--- config.mk ---
export PLATFORM = sky130hd
export DESIGN_NAME = neuron_accumulator
export DESIGN_NICKNAME = d
export VERILOG_FILES = /design/src/rtl/neuron_accumulator.sv
export SDC_FILE = /design/constraint.sdc
export NUM_CORES = 1
export LEC_CHECK = 0
export ABC_CLOCK_PERIOD_IN_PS = 5500
export BUFFER_PORTS_ARGS = -buffer_cell sky130_fd_sc_hd__buf_2
export CAP_MARGIN = 20
export CORE_MARGIN = 2
export CORE_UTILIZATION = 56
export DETAILED_ROUTE_END_ITERATION = 12
export HOLD_SLACK_MARGIN = 0.02
export PLACE_DENSITY_LB_ADDON = 0.15
export SLEW_MARGIN = 20
export SYNTH_ARGS = -nofsm -noshare
export SYNTH_HDL_FRONTEND = slang
export SYNTH_SLANG_ARGS = --single-unit
--- constraint.sdc ---
create_clock -name clk -period 5.5 [get_ports clk]
set_input_delay 1.1 -clock clk [delete_from_list [all_inputs] [get_ports clk]]
set_output_delay 1.1 -clock clk [all_outputs]
set_load 0.02 [all_outputs]
--- src/rtl/neuron_accumulator.sv ---
// Neuron pre-activation accumulator: sums NUM_INPUTS sign-magnitude products
// in a wide two's complement register, adds the bias, then saturates back to
// sign-magnitude. One result per group; groups never overlap.
module neuron_accumulator #(
  parameter int N               = 16,
  parameter int FRACTIONAL_BITS = 13,
  parameter int NUM_INPUTS      = 8
) (
  input  logic         clk,
  input  logic         rstn,
  input  logic         clear,
  input  logic [N-1:0] bias,
  input  logic         in_valid,
  input  logic [N-1:0] in_data,
  input  logic         in_ovf,
  output logic         in_ready,
  output logic         out_valid,
  input  logic         out_ready,
  output logic [N-1:0] out_data,
  output logic         out_sat,
  output logic         out_ovf
);

  // Count register also serves as the "first product" detector (count == 0).
  localparam int CNT_W = $clog2(NUM_INPUTS + 1);
  // One extra bit beyond the worst-case sum of NUM_INPUTS products plus bias,
  // so neither the accumulation nor the bias add can wrap.
  localparam int ACC_W = N + CNT_W + 1;
  localparam logic [CNT_W-1:0] LAST_CNT = CNT_W'(NUM_INPUTS - 1);
  localparam logic [ACC_W-1:0] MAG_MAX  = {{(ACC_W - N + 1){1'b0}}, {(N - 1){1'b1}}};

  // Fraction position never matters here: products and bias share one format.
  if (NUM_INPUTS < 1 || FRACTIONAL_BITS < 0 || FRACTIONAL_BITS > N - 1) begin : g_param_check
    $error("neuron_accumulator: invalid parameter combination");
  end

  typedef enum logic [1:0] {
    S_ACC,
    S_BIAS,
    S_OUT
  } state_t;

  state_t                    state_q;
  logic [CNT_W-1:0]          count_q;
  logic signed [ACC_W-1:0]   acc_q;
  logic                      ovf_sticky_q;
  logic                      out_valid_q;
  logic [N-1:0]              out_data_q;
  logic                      out_sat_q;
  logic                      out_ovf_q;

  logic signed [ACC_W-1:0]   prod_tc;
  logic signed [ACC_W-1:0]   bias_tc;
  logic signed [ACC_W-1:0]   acc_d;
  logic                      ovf_sticky_d;
  logic signed [ACC_W-1:0]   sum_d;
  logic [ACC_W-1:0]          sum_abs_d;
  logic                      res_sat_d;
  logic [N-1:0]              res_data_d;

  // Negative zero maps to 0 because -0 == 0 in two's complement.
  function automatic logic signed [ACC_W-1:0] sm_to_tc(input logic [N-1:0] v);
    logic signed [ACC_W-1:0] mag;
    mag = $signed({{(ACC_W - N + 1){1'b0}}, v[N-2:0]});
    return v[N-1] ? -mag : mag;
  endfunction

  // Next accumulator value, bias sum and saturated sign-magnitude result.
  always_comb begin
    prod_tc      = sm_to_tc(in_data);
    bias_tc      = sm_to_tc(bias);
    acc_d        = (count_q == '0) ? prod_tc : (acc_q + prod_tc);
    ovf_sticky_d = (count_q == '0) ? in_ovf : (ovf_sticky_q | in_ovf);
    sum_d        = acc_q + bias_tc;
    sum_abs_d    = sum_d[ACC_W-1] ? ACC_W'(-sum_d) : ACC_W'(sum_d);
    res_sat_d    = (sum_abs_d > MAG_MAX);
    // A zero sum has a clear sign bit, so no negative zero can be produced.
    res_data_d   = res_sat_d ? {sum_d[ACC_W-1], {(N - 1){1'b1}}}
                             : {sum_d[ACC_W-1], sum_abs_d[N-2:0]};
  end

  // Group sequencer: accumulate, add bias for one cycle, then hold the result.
  always_ff @(posedge clk or negedge rstn) begin
    if (!rstn) begin
      state_q      <= S_ACC;
      count_q      <= '0;
      acc_q        <= '0;
      ovf_sticky_q <= 1'b0;
      out_valid_q  <= 1'b0;
      out_data_q   <= '0;
      out_sat_q    <= 1'b0;
      out_ovf_q    <= 1'b0;
    end else if (clear) begin
      state_q      <= S_ACC;
      count_q      <= '0;
      ovf_sticky_q <= 1'b0;
      out_valid_q  <= 1'b0;
      out_sat_q    <= 1'b0;
      out_ovf_q    <= 1'b0;
    end else begin
      case (state_q)
        S_ACC: begin
          if (in_valid) begin
            acc_q        <= acc_d;
            ovf_sticky_q <= ovf_sticky_d;
            if (count_q == LAST_CNT) begin
              count_q <= '0;
              state_q <= S_BIAS;
            end else begin
              count_q <= count_q + 1'b1;
            end
          end
        end
        S_BIAS: begin
          out_data_q  <= res_data_d;
          out_sat_q   <= res_sat_d;
          out_ovf_q   <= ovf_sticky_q;
          out_valid_q <= 1'b1;
          state_q     <= S_OUT;
        end
        S_OUT: begin
          if (out_ready) begin
            out_valid_q <= 1'b0;
            state_q     <= S_ACC;
          end
        end
        default: state_q <= S_ACC;
      endcase
    end
  end

  assign in_ready  = (state_q == S_ACC);
  assign out_valid = out_valid_q;
  assign out_data  = out_data_q;
  assign out_sat   = out_sat_q;
  assign out_ovf   = out_ovf_q;

endmodule

==> flow_summary.ini <==
[synthesis]
yosysWarningCount = 0
synth_commonest_cells = nand2_1 (66), nor2_1 (59), o21ai_0 (49)
ys_ff_latch = 47
yosysUniqueCellTypes = 69
synth.most_common_cell = nand2_1
synth_edf_count = 0
synthArstFlopShare_pct = 100
synth_area_per_cell_sq_um = 8.21
synth.cell_area_sq_um = 5440
ys_top_cells_by_area = dfrtp_1 (22%), ha_1 (11%), xnor2_1 (7.1%)
yosysTopAreaCell = dfrtp_1
synth_nets = 749
synth_cells = 663
synth_ff_type = dfrtp_1
synth.yosys.seq_area_share_pct = 21.6
yosysTopAreaCellShare_pct = 21.6

[sta]
timing.fmax_mhz = 188
fin_crit_ns = 5.33
fin_setup_tns_ns = 0
maxSlewHeadroom_pct = 34.7
tightest_slew_ns = 0.977
final-setup-viol-count = 0
finClkSkew_ns = 0.0147
finalHoldViolCount = 0
final.period_utilization_pct = 96.9
drv_slew = 0

[hold_path]
hp-class = reg2reg
min-delay-start = count_q[3]
min_path_cells = 1
hold_end = state_q[0]

[flow_run]
cap_violations = 0

[clock_tree]
postCtsHoldBufs = 0
htree_levels = 2
cts_sinks = 47
clockBufferDepth = 2
worstSkewPairLatency_ns = 0.31
root_buffer = clkbuf_8
path_clk_slew_ns = 0.10
numCtsBuffers = 5
cts_tree = yes

[layout]
postLayoutCoreUtil_pct = 68.5
antenna_cells = 0
drive_gt1_share_pct = 21.0
fin_nets = 839
n_fill_cell = 784
syn_to_final_growth_pct = 17.4

[floorplan]
die-area_sq_um = 10500
start_util_pct = 58.4
ios = 58
core_sq_um = 9330
core.rowCount = 35
die_y_um = 103
die_w_um = 103

[setup_path]
reg2reg_to = out_data[4]
critPathBufInv = 4
crit_path_start_kind = primary input
reg2reg_setup_slack_ns = 1.27
path_max_fanout = 8
worstSetupEndpointType = register
crit-reg2reg-launch = acc_q[0]
r2r_cells = 14
slowest_delay_ns = 0.55
crit_arrival_ns = 5.49
path_class = in2reg
cp_slowest_cell = or4_4
critPathRequiredTime_ns = 5.66
path_cells = buf_6 -> or4_4 -> or4_4 -> buf_4 -> nand2_1 -> xnor2_1 -> ha_1 -> a21o_1 -> or4_1 -> nand4_1 -> a211oi_2 -> a2111oi_4 -> buf_4 -> nand2_1 -> o41ai_2 -> xor2_1 -> o2111a_2 -> clkbuf_16 -> a31oi_4
critPathTopFamily = simple AND/OR/NAND/NOR gates

[route]
met3_length_um = 408
wl_met2_um = 6600
viasPerCell = 5.89
wl_met1_um = 5890
dr_total_vias = 5204
drtIter0Drc = 232
wire_per_inst_um = 14.8
top_layer = met4
dr.pass1.iters = 4
wl_um = 13100
final_antenna_net_count = 0
drc = 0

[global_routing]
grt_overflow = 0
grt_start_max_net_pins = 48
grt_pass1_wl_um = 21600
antenna_found_initial = 0
grt_pass1_vias = 4853
track_usage_pct = 25.1

[placed_design]
port_buffers = 57
dpl.hpwl_um = 10300
gp_congestion = 0.897

[pwr]
max-vdd-ir-drop_mv = 0.162
power.density_nw_per_um2 = 396
p_leak_nw = 2.88

[outcome]
status = finished, final reports clean
worst register-to-register path: cells and delay by family (launching register included):
family                     cells  cell delay, ns
DFF                            1            0.44
buffers and inverters          2            0.27
and+or+nand+nor                5            1.86
AOI/OAI and AO/OA              4            0.76
xor gates and xnor gates       1            0.12
adders and majority gates      2            0.63
report_power, final:
group	internal, mW	switching (mW)
clock network	0.103	0.126
logic	0.823	1.02
registers	0.396	0.0593
area by class of cell:
cell class	count	area, sq um	area share [%]
Multi-Input combinational cell	574	4190	65.5
Sequential cell	47	1180	18.4
Timing Repair Buffer	107	703	11.0
Tap cell	129	161	2.52
Clock buffer	6	82.6	1.29
Inverter	18	67.6	1.06
Clock inverter	2	13.8	0.215
cell families (layout without fill, tap and decap cells):
kind of cell,after synthesis,count (layout),share of synthesized area [%]
adder cells (fa/ha/maj),48,48,11.3
multiplexers,15,15,2.76
flip-flops,47,47,21.6
AND/OR/NAND/NOR,234,234,21.6
AO/OA/AOI/OAI,209,209,28.5
XOR/XNOR,68,68,10.9
buffers and inverters,42,133,3.36
placed cells by master (no fill, tap or decap), drive strengths merged, types with 17 or more instances in the layout:
master / synthesis / routed
nand2: 66 / 66
dfrtp: 47 / 47
nor2: 59 / 59
xnor2: 44 / 44
a21oi: 41 / 41
buf: 3 / 106
o21ai: 54 / 54
ha: 46 / 46
a21o: 17 / 17
inv: 18 / 19
xor2: 24 / 24
a31oi: 22 / 22
stage by stage:
stage	hold WS (ns)	power, mW	cells	area, sq um	setup WS (ns)
after CTS	0.513	2.46	879	6260	0.00608
final	0.517	2.53	883	6390	0.170
after global placement	0.498	2.15	871	6150	-0.188
after detailed placement	0.500	2.22	871	6150	-0.362
after floorplan	0.464	1.77	663	5460	-0.0620
after global routing	0.561	2.75	883	6390	-0.0362
flip-flops by register name (all words and copies together) (netlist names):
| register | count |
|---|---|
| state_q | 2 |
| acc_q | 21 |
| ovf_sticky_q | 1 |
| out_sat | 1 |
| out_data | 16 |
| out_valid | 1 |
| count_q | 4 |
| out_ovf | 1 |
per-layer routing:
metal  GRT usage [%]  vias up
met4            7.49        0
met2            45.4      105
met5               0        -
met3            2.71       20
met1            31.4     2456
li1                -     2623
worst max path at each step:
stage             from      endpoint  slack, ns  cells after the start
5_1_grt        bias[4]   out_data[1]      -0.04                     17
6_report       bias[6]   out_data[4]       0.17                     19
4_1_cts        bias[6]  out_data[11]      0.006                     17
3_5_place_dp   bias[6]  out_data[11]      -0.36                     18
2_1_floorplan  bias[6]   out_data[2]      -0.06                     17
3_3_place_gp   bias[6]  out_data[11]      -0.19                     17
timing repair:
item                                    4_1_cts  5_1_grt
pin swaps                                     0       10
gates cloned                                  0        1
gates resized for setup                       1       20
setup buffers                                 0        3
endpoints found under the setup margin       15       16
No activity file was read; power rests on OpenSTA's default activity.
